[src/rtl/fp16_pkg.sv]
// Shared FP16 definitions: squaring-unit state type, format constants and
// a subnormal normalisation helper.
package fp16_pkg;

    typedef enum logic [1:0] {
        IDLE  = 2'd0,
        MUL   = 2'd1,
        ROUND = 2'd2,
        DONE  = 2'd3
    } fp16_sq_state_t;

    localparam int          FP16_BIAS     = 15;
    localparam logic [15:0] FP16_QNAN     = 16'h7E00;
    localparam logic [15:0] FP16_PINF     = 16'h7C00;
    localparam logic [15:0] FP16_MIN_NORM = 16'h0400;

    // Last value of the shift-add step counter (11 steps: 0..10).
    localparam logic [3:0]  MUL_LAST      = 4'd10;

    // Left shift that brings the top set bit of {1'b0, man} to bit 10.
    // Only meaningful for a nonzero mantissa; result is 1..10.
    function automatic logic [3:0] fp16_sub_lz(input logic [9:0] man);
        logic [3:0] lz;
        lz = 4'd0;
        for (int i = 0; i < 10; i++) begin
            if (man[i]) lz = 4'(10 - i);
        end
        return lz;
    endfunction

endpackage

[src/rtl/fp16_round_pack.sv]
// Packs a 22-bit significand product and a signed biased exponent into
// FP16 with round-to-nearest-even, overflow to +inf and gradual underflow.
// Purely combinational so other FP16 multipliers can reuse it.
module fp16_round_pack
    import fp16_pkg::*;
#(
    parameter bit FLUSH_SUBNORMAL = 1'b0
) (
    input  logic [21:0]       prod,
    input  logic signed [6:0] exp_b,
    output logic [15:0]       result
);

    // Increment m when the discarded part is above half an ulp, or exactly
    // half and m is odd.
    function automatic logic [10:0] rne(input logic [10:0] m, input logic g, input logic s);
        return m + {10'd0, g & (s | m[0])};
    endfunction

    logic              n;
    logic [10:0]       sig;
    logic              guard;
    logic              sticky;
    logic [10:0]       norm_rnd;
    logic signed [6:0] exp_rnd;
    logic signed [6:0] dn_shift;
    logic [23:0]       dn_val;
    logic [10:0]       sub_rnd;

    // Select the 11 significant bits, round both the normal and the
    // denormalised candidate, then pick the one the exponent calls for.
    always_comb begin
        n        = prod[21];
        sig      = n ? prod[21:11] : prod[20:10];
        guard    = n ? prod[10] : prod[9];
        sticky   = n ? (|prod[9:0]) : (|prod[8:0]);

        // Normal path: a carry out of the 10-bit mantissa bumps the exponent
        // and leaves the mantissa bits at zero.
        norm_rnd = rne({1'b0, sig[9:0]}, guard, sticky);
        exp_rnd  = exp_b + $signed({6'd0, norm_rnd[10]});

        // Subnormal path: align to the 2^-24 grid; bits below the guard
        // position fold into sticky. Only the low shift bits matter when
        // the shift is within range.
        dn_shift = 7'sd1 - exp_b;
        dn_val   = {sig, guard, 12'd0} >> dn_shift[3:0];
        sub_rnd  = rne(dn_val[23:13], dn_val[12], sticky | (|dn_val[11:0]));

        result   = 16'h0000;
        if (exp_b >= 7'sd1) begin
            if (exp_rnd >= 7'sd31) begin
                result = FP16_PINF;
            end else begin
                result = {1'b0, exp_rnd[4:0], norm_rnd[9:0]};
            end
        end else if (FLUSH_SUBNORMAL || (dn_shift > 7'sd12)) begin
            result = 16'h0000;
        end else if (sub_rnd[10]) begin
            result = FP16_MIN_NORM;
        end else begin
            result = {6'd0, sub_rnd[9:0]};
        end
    end

endmodule

[src/rtl/fp16_square.sv]
// Iterative FP16 squaring unit: specials decoded at acceptance, an 11-step
// shift-add significand multiply, one packing cycle, and a held result with
// valid/ready handshakes on both sides.
module fp16_square
    import fp16_pkg::*;
#(
    parameter bit FLUSH_SUBNORMAL = 1'b0
) (
    input  logic        CLK,
    input  logic        nRST,
    input  logic        valid_data_in,
    output logic        in_ready,
    input  logic [15:0] input_val,
    output logic [15:0] output_val,
    output logic        valid_data_out,
    input  logic        out_ready
);

    fp16_sq_state_t    state_q, state_d;
    logic [3:0]        cnt_q, cnt_d;
    logic [21:0]       acc_q, acc_d;
    logic [15:0]       res_q, res_d;
    logic [10:0]       sig_q, sig_d;
    logic signed [5:0] e_q, e_d;

    logic [14:0]       mag_in;
    logic [4:0]        exp_in;
    logic [9:0]        man_in;
    logic              is_special;
    logic [15:0]       spec_res;
    logic [3:0]        lz;
    logic [10:0]       unp_sig;
    logic signed [5:0] unp_e;
    logic              accept;
    logic signed [6:0] exp_b;
    logic [15:0]       pack_res;

    assign in_ready       = (state_q == IDLE) || ((state_q == DONE) && out_ready);
    assign valid_data_out = (state_q == DONE);
    assign output_val     = res_q;
    assign accept         = valid_data_in && in_ready;

    // Decode the incoming operand: the sign never matters for a square, so
    // only the magnitude is inspected.
    always_comb begin
        mag_in     = 15'(input_val & 16'h7FFF);
        exp_in     = mag_in[14:10];
        man_in     = mag_in[9:0];
        is_special = (exp_in == 5'h1F) || (mag_in == 15'd0);
        if (exp_in == 5'h1F) begin
            spec_res = (man_in != 10'd0) ? FP16_QNAN : FP16_PINF;
        end else begin
            spec_res = 16'h0000;
        end
        lz = fp16_sub_lz(man_in);
        if (exp_in == 5'd0) begin
            unp_sig = {1'b0, man_in} << lz;
            unp_e   = -6'sd14 - $signed({2'b00, lz});
        end else begin
            unp_sig = {1'b1, man_in};
            unp_e   = $signed({1'b0, exp_in}) - $signed(6'(FP16_BIAS));
        end
    end

    // Biased result exponent: 2e + product overflow bit + bias.
    always_comb begin
        exp_b = ($signed({e_q[5], e_q}) <<< 1) + $signed({6'd0, acc_q[21]})
                + $signed(7'(FP16_BIAS));
    end

    fp16_round_pack #(
        .FLUSH_SUBNORMAL(FLUSH_SUBNORMAL)
    ) u_round_pack (
        .prod  (acc_q),
        .exp_b (exp_b),
        .result(pack_res)
    );

    // Next-state logic: accept, multiply step, pack, hold until retired.
    always_comb begin
        state_d = state_q;
        cnt_d   = cnt_q;
        acc_d   = acc_q;
        res_d   = res_q;
        sig_d   = sig_q;
        e_d     = e_q;
        case (state_q)
            IDLE, DONE: begin
                if (accept) begin
                    if (is_special) begin
                        res_d   = spec_res;
                        state_d = DONE;
                    end else begin
                        sig_d   = unp_sig;
                        e_d     = unp_e;
                        acc_d   = 22'd0;
                        cnt_d   = 4'd0;
                        state_d = MUL;
                    end
                end else if ((state_q == DONE) && out_ready) begin
                    state_d = IDLE;
                end
            end
            MUL: begin
                // Multiplier and multiplicand are the same significand.
                if (sig_q[cnt_q]) begin
                    acc_d = acc_q + ({11'd0, sig_q} << cnt_q);
                end
                if (cnt_q == MUL_LAST) begin
                    cnt_d   = 4'd0;
                    state_d = ROUND;
                end else begin
                    cnt_d = cnt_q + 4'd1;
                end
            end
            ROUND: begin
                res_d   = pack_res;
                state_d = DONE;
            end
            default: begin
                state_d = IDLE;
            end
        endcase
    end

    // Control, accumulator and result registers; reset aborts any operation.
    always_ff @(posedge CLK or negedge nRST) begin
        if (!nRST) begin
            state_q <= IDLE;
            cnt_q   <= 4'd0;
            acc_q   <= 22'd0;
            res_q   <= 16'h0000;
        end else begin
            state_q <= state_d;
            cnt_q   <= cnt_d;
            acc_q   <= acc_d;
            res_q   <= res_d;
        end
    end

    // Unpacked operand; only read while MUL/ROUND are active.
    always_ff @(posedge CLK) begin
        sig_q <= sig_d;
        e_q   <= e_d;
    end

endmodule

[config.mk]
export PLATFORM = sky130hd
export DESIGN_NAME = fp16_square
export DESIGN_NICKNAME = d
export VERILOG_FILES = /design/src/rtl/fp16_pkg.sv /design/src/rtl/fp16_round_pack.sv /design/src/rtl/fp16_square.sv
export SDC_FILE = /design/constraint.sdc
export NUM_CORES = 1
export LEC_CHECK = 0
export CAP_MARGIN = 25
export CORE_MARGIN = 2
export CORE_UTILIZATION = 40
export CTS_BUF_LIST = sky130_fd_sc_hd__clkbuf_2
export CTS_CLUSTER_SIZE = 14
export DETAILED_ROUTE_END_ITERATION = 10
export PLACE_DENSITY = 0.62
export RECOVER_POWER = 25
export SLEW_MARGIN = 40
export SYNTH_ARGS = -nofsm -noshare
export SYNTH_HDL_FRONTEND = slang
export SYNTH_HIERARCHICAL = 1
export SYNTH_SLANG_ARGS = --single-unit
[constraint.sdc]
create_clock -name CLK -period 3.97 [get_ports CLK]
set_input_delay 1.191 -clock CLK [delete_from_list [all_inputs] [get_ports CLK]]
set_output_delay 1.191 -clock CLK [all_outputs]
set_load 0.05 [all_outputs]
# After elaboration in Yosys (flattened, before gate mapping)
# Index checks and enable logic that the tools add are counted.
classes:
  eq_ne: 11
  shifts: 3
  bitwise_logic: 6
  addsub: 10
  mux: 39
  reduce_logical: 19
  order_cmp: 4
ops:
  columns: ["cell", "n"]
  rows:
  - ["16-bit 2-to-1 mux", 5]
  - ["22-bit 2-to-1 mux", 3]
  - ["4-bit 2-to-1 mux", 13]
  - ["22-bit one-hot mux with 2 select lines", 1]
  - ["16-bit one-hot mux with 2 select lines", 1]
  - ["24-bit by 4-bit >> shifter with 24-bit output", 1]
  - ["22-bit adder", 1]
  - ["11-bit 2-to-1 mux", 2]
  - ["11-bit by 4-bit << shifter with 22-bit output", 1]
  - ["10-bit 2-to-1 mux", 2]
  - ["15-bit zero test", 1]
  - ["15-bit 2-to-1 mux", 1]
  - ["7-bit by 2-bit adder with 7-bit output", 2]
  - ["12-bit OR reduction", 1]
  - ["10-bit by 1-bit adder with 11-bit output", 1]
  - ["11-bit by 1-bit adder with 11-bit output", 1]
  - ["10-bit by 4-bit << shifter with 11-bit output", 1]
  - ["2-bit inequality test, second input constant", 5]
  - ["10-bit nonzero test", 1]
  - ["10-bit OR reduction", 1]
  - ["3-bit AND reduction", 3]
  - ["9-bit OR reduction", 1]
  - ["2-bit 2-to-1 mux", 4]
  - ["4-bit one-hot mux with 2 select lines", 1]
  - ["other kinds (29)", 38]
word_totals:
  word_cells: 99
  inputBits: 20
  ff_bits: 61
  out_inout_bits: 18

# Logic depth before layout (Yosys ltp)
# Gate-level depths: netlist (run 1).
logic_depth:
  word_depth: 13
  depth_mapped: 23
  depth_no_buf: 18

# Cells and area by module
# The synthesis (run 1) kept the hierarchy.
by_module_without_submodules:
  columns: ["module", "instances", "cells_each", "area_per_inst_um2", "seq_area_each_um2"]
  rows:
  - ["fp16_square", 1, 572, 4916.0, 1611.5]
  - ["fp16_round_pack", 1, 307, 2195.9, 0.0]

# Least setup slack after synthesis (run 1)
# No wires, ideal clock.
synth_timing:
  path_kind: "flip-flop to flip-flop"
  start: "register acc_q[21]"
  end: "register res_q[0], in the netlist output_val[0]"
  path_slack_ps: -375
  required_time_ps: 3904
  synth_period_minus_slack_ps: 4345
  n_path_buf: 5
  t_arrival_ps: 4279
  setup_ps: 66
  path_stages_with_launch: 24
  cell_sequence: "dfrtp_1 > inv_1 > ha_1 > inv_1 > buf_2 > inv_1 > ha_1 > buf_2 > buf_2 > buf_2 > nor2_1 > a22oi_1 > o211ai_1 > nor4_1 > or3_1 > ha_1 > and2_1 > nand4b_1 > xor2_1 > nand2b_1 > buf_4 > o32ai_1 > nand3_1 > nand2_1"
synth_between:
  elab_chain_len: 13
  word_cells_on_any_way: 24
  classes_between: "6 x add/sub; 3 x order compare; 1 x shift; 8 x mux; 5 x bitwise; 1 x reduce/logical"
synth_lines:
  columns: ["item", "line_no", "text"]
  rows:
  - ["start: declaration", "fp16_square.sv:21", "logic [21:0] acc_q, acc_d;"]
  - ["start signal: assignment", "fp16_square.sv:131", "acc_q <= 22'd0;"]
  - ["start signal: assignment", "fp16_square.sv:136", "acc_q <= acc_d;"]
  - ["7-bit by 2-bit adder with 7-bit output (*)", "fp16_square.sv:67", "exp_b = ($signed({e_q[5], e_q}) <<< 1) + $signed({6'd0, acc_q[21]})"]
  - ["7-bit by 5-bit adder with 7-bit output (*)", "fp16_square.sv:68", "+ $signed(7'(FP16_BIAS));"]
  - ["net exp_b[0]", "fp16_square.sv:35", "logic signed [6:0] exp_b;"]
  - ["2-bit by 7-bit subtractor with 7-bit output", "fp16_round_pack.sv:46", "dn_shift = 7'sd1 - exp_b;"]
  - ["24-bit by 4-bit >> shifter with 24-bit output", "fp16_round_pack.sv:47", "dn_val = {sig, guard, 12'd0} >> dn_shift[3:0];"]
  - ["12-bit OR reduction", "fp16_round_pack.sv:48", "sub_rnd = rne(dn_val[23:13], dn_val[12], sticky | (|dn_val[11:0]));"]
  - ["1-bit bitwise OR", "fp16_round_pack.sv:48", null]
  - ["1-bit bitwise OR", "fp16_round_pack.sv:17", "return m + {10'd0, g & (s | m[0])};"]
  - ["1-bit bitwise AND", "fp16_round_pack.sv:17", null]
  - ["11-bit by 1-bit adder with 11-bit output", "fp16_round_pack.sv:17", null]
  - ["11-bit 2-to-1 mux", "fp16_round_pack.sv:59", "end else if (sub_rnd[10]) begin"]
  - ["16-bit 2-to-1 mux", "fp16_round_pack.sv:57", "end else if (FLUSH_SUBNORMAL || (dn_shift > 7'sd12)) begin"]
  - ["16-bit 2-to-1 mux (*)", "fp16_round_pack.sv:51", "if (exp_b >= 7'sd1) begin"]
  - ["net pack_res[0]", "fp16_square.sv:36", "logic [15:0] pack_res;"]
  - ["16-bit one-hot mux with 2 select lines (*)", "fp16_square.sv:87", "case (state_q)"]
  - ["end signal: assignment", "fp16_square.sv:137", "res_q <= res_d;"]
  - ["end: declaration", "fp16_square.sv:22", "logic [15:0] res_q, res_d;"]
# Mark *: on every way through the listed nets, which the timed path passes. The rest lies on a longest branch.
# A chain may end at the register's enable or synchronous reset.

# Worst setup path after layout (run 1)
layout_timing:
  start: "register acc_q[21]"
  end: "register res_q[5], in the netlist output_val[5]"
# The elaborated chain is that of the path after synthesis.

==> results of run 1 <==
==> stage by stage <==
step / hold slack [ns] / power [mW] / instance area [µm²] / utilization [%] / TNS, ns
finish: 0.491 / 5.62 / 8650 / 49.9 / 0
global route: 0.528 / 6.08 / 8650 / 49.9 / -0.0678
CTS: 0.497 / 5.25 / 8280 / 47.7 / 0
detailed placement: 0.456 / 4.82 / 8160 / 47.0 / 0
global placement: 0.452 / 4.78 / 8160 / 47.0 / 0
floorplan: 0.472 / 3.68 / 7150 / - / -0.0111
==> power breakdown <==
| group | switching (mW) | internal, mW | total, mW |
|---|---|---|---|
| clock | 0.258 | 0.140 | 0.398 |
| combinational | 2.45 | 1.85 | 4.30 |
| sequential | 0.128 | 0.799 | 0.927 |
| total | 2.84 | 2.79 | 5.62 |
==> state kept, by name (all words and copies together), names as in the netlist <==
name and cells:
state_q 2, sig_q 11, acc_q 22, output_val 16
e_q 6, cnt_q 4
==> worst max-delay path: stages, from the launching register on <==
cell        delay (ns)
dfrtp_2           0.47
inv_2             0.08
ha_4              0.20
inv_4             0.06
clkinvlp_4        0.09
ha_4              0.28
buf_6             0.14
nor2b_4           0.13
a22oi_2           0.19
nand3_1           0.15
nor4_2            0.32
or3_4             0.19
ha_2              0.17
and2_4            0.15
nand4b_1          0.14
xor2_2            0.20
nand2b_1          0.15
buf_6             0.17
o32ai_4           0.25
nand3_1           0.10
nand2_1           0.10
==> worst max path at each step <==
| stage | startpoint | slack, ns | to | cells past startpoint |
|---|---|---|---|---|
| after global routing | acc_q[21] | -0.04 | output_val[5] | 21 |
| final | acc_q[21] | 0.21 | output_val[5] | 20 |
| after floorplan | acc_q[21] | -0.01 | output_val[0] | 23 |
| after CTS | acc_q[21] | 0.001 | output_val[0] | 20 |
| after global placement | acc_q[21] | 0.07 | output_val[0] | 18 |
| after detailed placement | acc_q[21] | 0.04 | output_val[0] | 18 |
==> synthesized netlist by cell type (all sizes together) (10+ instances only) <==
cell,count
a21o,14
a21oi,68
a22o,15
buf,35
clkbuf,26
dfrtp,44
edfxtp,17
ha,39
inv,30
mux2,19
mux2i,39
mux4,10
nand2,112
nand2b,17
nand3,44
nand4,10
nor2,67
nor2b,10
nor3,19
o211ai,10
o21ai,41
o22ai,16
o31ai,12
xnor2,23
xor2,27
==> cell families after synthesis <==
| group | after synthesis | share of synthesized area [%] |
|---|---|---|
| AO/OA/AOI/OAI | 240 | 23.0 |
| XOR/XNOR | 50 | 6.16 |
| adder cells (fa/ha/maj) | 40 | 7.14 |
| buffers and inverters | 92 | 6.07 |
| flip-flops | 61 | 22.7 |
| multiplexers | 68 | 11.9 |
| other | 1 | 0.0527 |
| AND/OR/NAND/NOR | 327 | 23.0 |
==> cell usage in the layout, fill, tap and decap left out, types with 5 or more instances in the layout <==
cell type / netlist / final
nand2_1: 111 / 110
buf_4: 9 / 93
a21oi_1: 68 / 68
nor2_1: 65 / 64
nand3_1: 44 / 44
dfrtp_1: 44 / 42
o21ai_0: 40 / 40
mux2i_1: 38 / 38
ha_1: 39 / 34
clkdlybuf4s50_1: 0 / 34
xor2_1: 27 / 25
inv_1: 29 / 24
xnor2_1: 23 / 23
nor3_1: 19 / 19
nand2b_1: 17 / 17
edfxtp_1: 17 / 17
mux2_2: 15 / 15
o22ai_1: 16 / 15
a22o_1: 15 / 15
a21o_1: 13 / 13
o31ai_1: 11 / 11
mux4_2: 10 / 10
nand4_1: 10 / 10
o211ai_1: 10 / 10
nor2b_1: 10 / 9
clkbuf_2: 1 / 9
or3_1: 9 / 8
and2_1: 8 / 7
and3_1: 6 / 6
a31oi_1: 6 / 6
buf_6: 2 / 6
a211oi_1: 6 / 5
nor4_1: 6 / 5
==> layout make-up <==
cell class / count / area [µm²] / share of cell area (%)
flip-flops and latches: 61 / 1610 / 18.7
clock inverters: 7 / 66.3 / 0.766
diodes: 2 / 5.00 / 0.0578
multi-input cells: 726 / 5250 / 60.6
repair buffers: 143 / 1270 / 14.7
well taps: 225 / 282 / 3.25
inverters: 31 / 123 / 1.42
clock buffers: 9 / 45.0 / 0.521
==> per-layer routing <==
| metal | global-route usage, % | vias to the layer above | part of all wire, % |
|---|---|---|---|
| met5 | 0 | - | 0 |
| li1 | - | 3438 | - |
| met3 | 2.58 | 30 | 3.8 |
| met1 | 29.4 | 3275 | 47 |
| met2 | 33.9 | 170 | 46 |
| met4 | 8.13 | 0 | 3.0 |
==> timing repair <==
| item | in CTS | in global routing |
|---|---|---|
| pin swaps | 0 | 23 |
| resized for setup | 1 | 42 |
| gates cloned | 0 | 4 |
| setup buffers | 0 | 16 |
| setup endpoints to repair | 1 | 16 |
==> impl_metrics.ini, run 1 <==
[die]
core_area_um2 = 17400
num_rows = 48
die_area_um2 = 18900
num_io_pins = 38
dieHeight_um = 137
die_w_um = 137
start_util_pct = 41.0

[synthesis]
synth_top_area_share_pct = 15.5
synth_nets = 939
synth-edff-count = 17
synth_ff_type = dfrtp_1
seq_area_frac_synth_pct = 22.7
ys_top_cells_by_area = dfrtp_1, edfxtp_1, ha_1
post_synth_num_cell_types = 92
yosys_warnings = 6
syn_area_um2 = 7110
synth_top_cell_by_area = dfrtp_1
synth_cells = 879
synth-seq-cells = 61
synthArstFlopShare_pct = 72.1
avgSynthCellArea_um2 = 8.09

[min_path]
hold_depth = 2
hold_path.class = register to register
hold_end = output_val[2]
hp-start = output_val[2]

[setup_path]
r2r_end = output_val[5]
critPathLaunchType = register
crit_path_max_fanout = 6
end_kind = register
r2r-start = acc_q[21]
critical_path_class = register to register
cp.required_ns = 4.48
critPathArrivalTime_ns = 4.27
r2r_slack_ns = 0.21
reg2reg_depth = 20

[clock_network]
cts_inserted_buffers = 9
clkSinkCount = 61
ctsHoldBuffers = 0
root_buffer = clkbuf_2
cts_tree = yes
cts.path.max_buffers = 2
cts_max_level = 3
clk_pin_slew_ns = 0.19
clk_latency_ns = 0.55

[layout]
layout-drive-gt1-share_pct = 20.7
nFillCells = 1668
synthToLayoutAreaGrowth_pct = 21.7
final_nets = 1032
final_cells = 1204

[route]
vias = 6913
drt_iter0_markers = 502
drt_first_pass_iters = 5
routed_wl_mm = 19.8
drc = 0
vias_per_cell = 5.74
wire_per_inst_um = 16.5
ant_nets = 0

[sta]
min_period_ns = 3.76
setup_ws_ns = 0.210
finClkSkew_ns = 0.0135
finalHoldViolCount = 0
setup_violations = 0
timing.final.crit_share_pct = 94.7
max_slew_margin_pct = -20.5
worstMarginPinSlew_ns = 1.81
max_freq_ghz = 0.266
drv_slew = 31

[pwr]
ir_worst_vdd_mv = 0.334
p_leak_nw = 3.57
p_per_area_nw_per_um2 = 650

[global_route]
grt_pass1_wl_mm = 32.1
antenna_found_initial = 2
grt_start_max_net_pins = 48
grt_pass1_vias = 6381
grt_util_all_layers_pct = 21.3
grt_overflow = 0

[status]
violations = capacitance limit, slew limit
outcome = complete, but fails checks

[placed_design]
placed_cells = 1166
dp_hpwl_mm = 14.9
gp_congestion = 0.961
port_buffers = 36
dp_worst_setup_slack_ns = 0.0402

[run]
cap_violations = 1
Power figures use the tool's default switching activity.
==> inputs of run 2 (changes only) <==
Settings changed: ABC_AREA set to 1, PLACE_DENSITY 0.62 to 0.6.
Clock period 3.97 ns to 4.4 ns, I/O delays scaled along.
==> run 2 against run 1 <==
Net effect:
- the flow still finishes with violations (capacitance limit, slew limit)
- hold slack improved by 0.037 ns
- synthesized cell count rose by 26%
- register-to-register slack improved by 0.24 ns
- core utilization is 5.9 points lower
- via count rose by 3.5%
- critical path type unchanged
- non-clock buffer count down 98
- sequential share of layout area grew 2.8 points
- clock power down 24%
- clock-buffer cell count increased by 1
- critical endpoint is now output_val[9]
- maximum frequency decreased by 4.8%
- die area shrank 2.3%
- final area fell by 13%
==> impl_metrics.ini, run 2 <==
[sta]
timing.final.crit_share_pct = 89.8
tns_ns = 0
max_slew_margin_pct = -11.1
max_freq_ghz = 0.253
setup_violations = 0
worst_hold_slack_ns = 0.529
rsz0062_at_grt = no
worstMarginPinSlew_ns = 1.67
finalHoldViolCount = 0
finClkSkew_ns = 0.0161
min_period_ns = 3.95
drv_slew = 29

[global_route]
grt_start_max_net_pins = 29
grt_overflow = 0
grt_util_all_layers_pct = 20.9
grt_pass1_wl_mm = 31.1
grt_pass1_vias = 6500
antenna_found_initial = 1

[min_path]
hp-start = output_val[9]
hold_depth = 1
hold_end = output_val[9]
hold_path.class = register to register

[pwr]
sequentialPowerShare_pct = 19.1
ir_worst_vdd_mv = 0.342
switching_power_mw = 3.06
switching_share_pct = 59.1
clockPowerShare_pct = 5.8
combPwrFrac_pct = 75.1
p_leak_nw = 3.74
p_int_mw = 2.12
p_per_area_nw_per_um2 = 688

[synthesis]
synth_top_cell_by_area = nand2_1
yosysMostFrequentCell = nand2_1
synth_top_area_share_pct = 19.3
avgSynthCellArea_um2 = 6.26
syn_area_um2 = 6950
synth-edff-count = 17
synthArstFlopShare_pct = 72.1
yosys_warnings = 6
ys_top_cells_by_area = nand2_1, dfrtp_1, nand3_1
seq_area_frac_synth_pct = 23.2
post_synth_num_cell_types = 53
synth_cells = 1110
synth_nets = 1170
synth-seq-cells = 61
synth_ff_type = dfrtp_1
ys_top_cells_by_count = nand2_1, nand3_1, nor2_1, inv_1, o21ai_0

[layout]
final_common_cell = nand2_1
top_register = acc_q
synthToLayoutAreaGrowth_pct = 8.34
final_nets = 1190
largest_reg_flops = 22
fin_util_pct = 44.0
layout_common_cells = nand2_1, nand3_1, nor2_1
layout-drive-gt1-share_pct = 8.11

[route]
ant_nets = 0
vias_per_cell = 5.26
drt_first_pass_iters = 7
wire_per_inst_um = 13.8
routed_wl_mm = 18.8
vias = 7155
drc = 0
drt_iter0_markers = 534

[setup_path]
end_kind = register
worst_setup_path_startpoint = acc_q[21]
critPathLaunchType = register
worst-path-buf-inv = 4
r2r_end = output_val[9]
reg2reg_depth = 25
cp.required_ns = 4.89
r2r_slack_ns = 0.45
cpPeakStageDelay_ns = 0.55
crit_family = simple AND/OR/NAND/NOR gates
critPathMostFrequentCell = nand2_1
critical_path_class = register to register
critPathArrivalTime_ns = 4.44
crit_path_max_fanout = 12
r2r-start = acc_q[21]
critPathSlowestCell = dfrtp_2

[die]
core_area_um2 = 17100
dieHeight_um = 136
num_io_pins = 38
die_area_um2 = 18400
start_util_pct = 40.6
die_w_um = 136
num_rows = 48

[clock_network]
postCtsSetupBuffers = 0
clkSinkCount = 61
cts_max_level = 3
root_buffer = clkbuf_2
cts_inserted_buffers = 9
clk_latency_ns = 0.59
clk_pin_slew_ns = 0.18
cts_tree = yes
cts.path.max_buffers = 2

[status]
violations = capacitance limit, slew limit
outcome = complete, but fails checks

[placed_design]
gp_congestion = 0.938
port_buffers = 36
dp_hpwl_mm = 14.9

[run]
cap_violations = 1
[run 2: worst max-delay path by stage]
stage | cells past startpoint | end | slack [ns]
floorplan | 20 | output_val[6] | 0.87
global placement | 25 | output_val[9] | 0.44
detailed placement | 25 | output_val[9] | 0.35
CTS | 25 | output_val[9] | 0.32
global route | 25 | output_val[9] | 0.04
finish | 25 | output_val[9] | 0.45
[run 2: logic make-up (layout without fill, tap and decap cells)]
kind of cell / Yosys count / after routing / share of synthesized area [%]
AO/OA/AOI/OAI: 151 / 151 / 12.9
XOR/XNOR: 32 / 32 / 4.14
adder cells (fa/ha/maj): 40 / 40 / 7.31
buffers and inverters: 137 / 162 / 8.38
flip-flops: 61 / 61 / 23.2
multiplexers: 1 / 1 / 0.144
other: 1 / 2 / 0.0540
AND/OR/NAND/NOR: 687 / 687 / 43.9
[run 2: metrics by stage]
step           worst slack (ns)  total power [mW]  instance area, µm²  instances
2_1_floorplan             0.872              3.98                6950       1110
3_3_place_gp              0.439              4.85                7450       1344
3_5_place_dp              0.353              4.87                7450       1344
4_1_cts                   0.321              5.18                7530       1360
5_1_grt                  0.0360              5.71                7530       1361
6_report                  0.451              5.18                7530       1361
[run 2: repair_timing]
item                                    in CTS  in global routing
hold buffers                                 0                  0
resized for setup                            0                  2
endpoints found under the setup margin       0                  2
[run 2: cell type report]
cell class                 instances  area, µm²
sequential                        61       1610
clock buffer                      10       50.0
inverter                         101        379
multi-input combinational        912       4750
clock inverter                     6       31.3
fill                            1856       9590
timing repair buffer              45        415
tap                              225        282
antenna                            1       2.50
[run 2: metal layers]
| metal | share of wire (%) | wire (µm) | global-route usage [%] | up-vias |
|---|---|---|---|---|
| met5 | 0 | 0 | 0 | - |
| met4 | 1.8 | 331 | 5.44 | 0 |
| met3 | 4.3 | 803 | 3.52 | 26 |
| met2 | 47 | 8810 | 34.0 | 158 |
| met1 | 47 | 8900 | 28.8 | 3251 |
| li1 | - | - | - | 3720 |
[run 2: power by group through the flow]
stage | Clock (mW) | Sequential [mW] | Combinational, mW
after detailed placement | 0 | 1.00 | 3.87
final | 0.303 | 0.990 | 3.89
after CTS | 0.309 | 0.991 | 3.88
after floorplan | 0 | 1.15 | 2.84
after global routing | 0.335 | 1.02 | 4.35
after global placement | 0 | 1.00 | 3.85
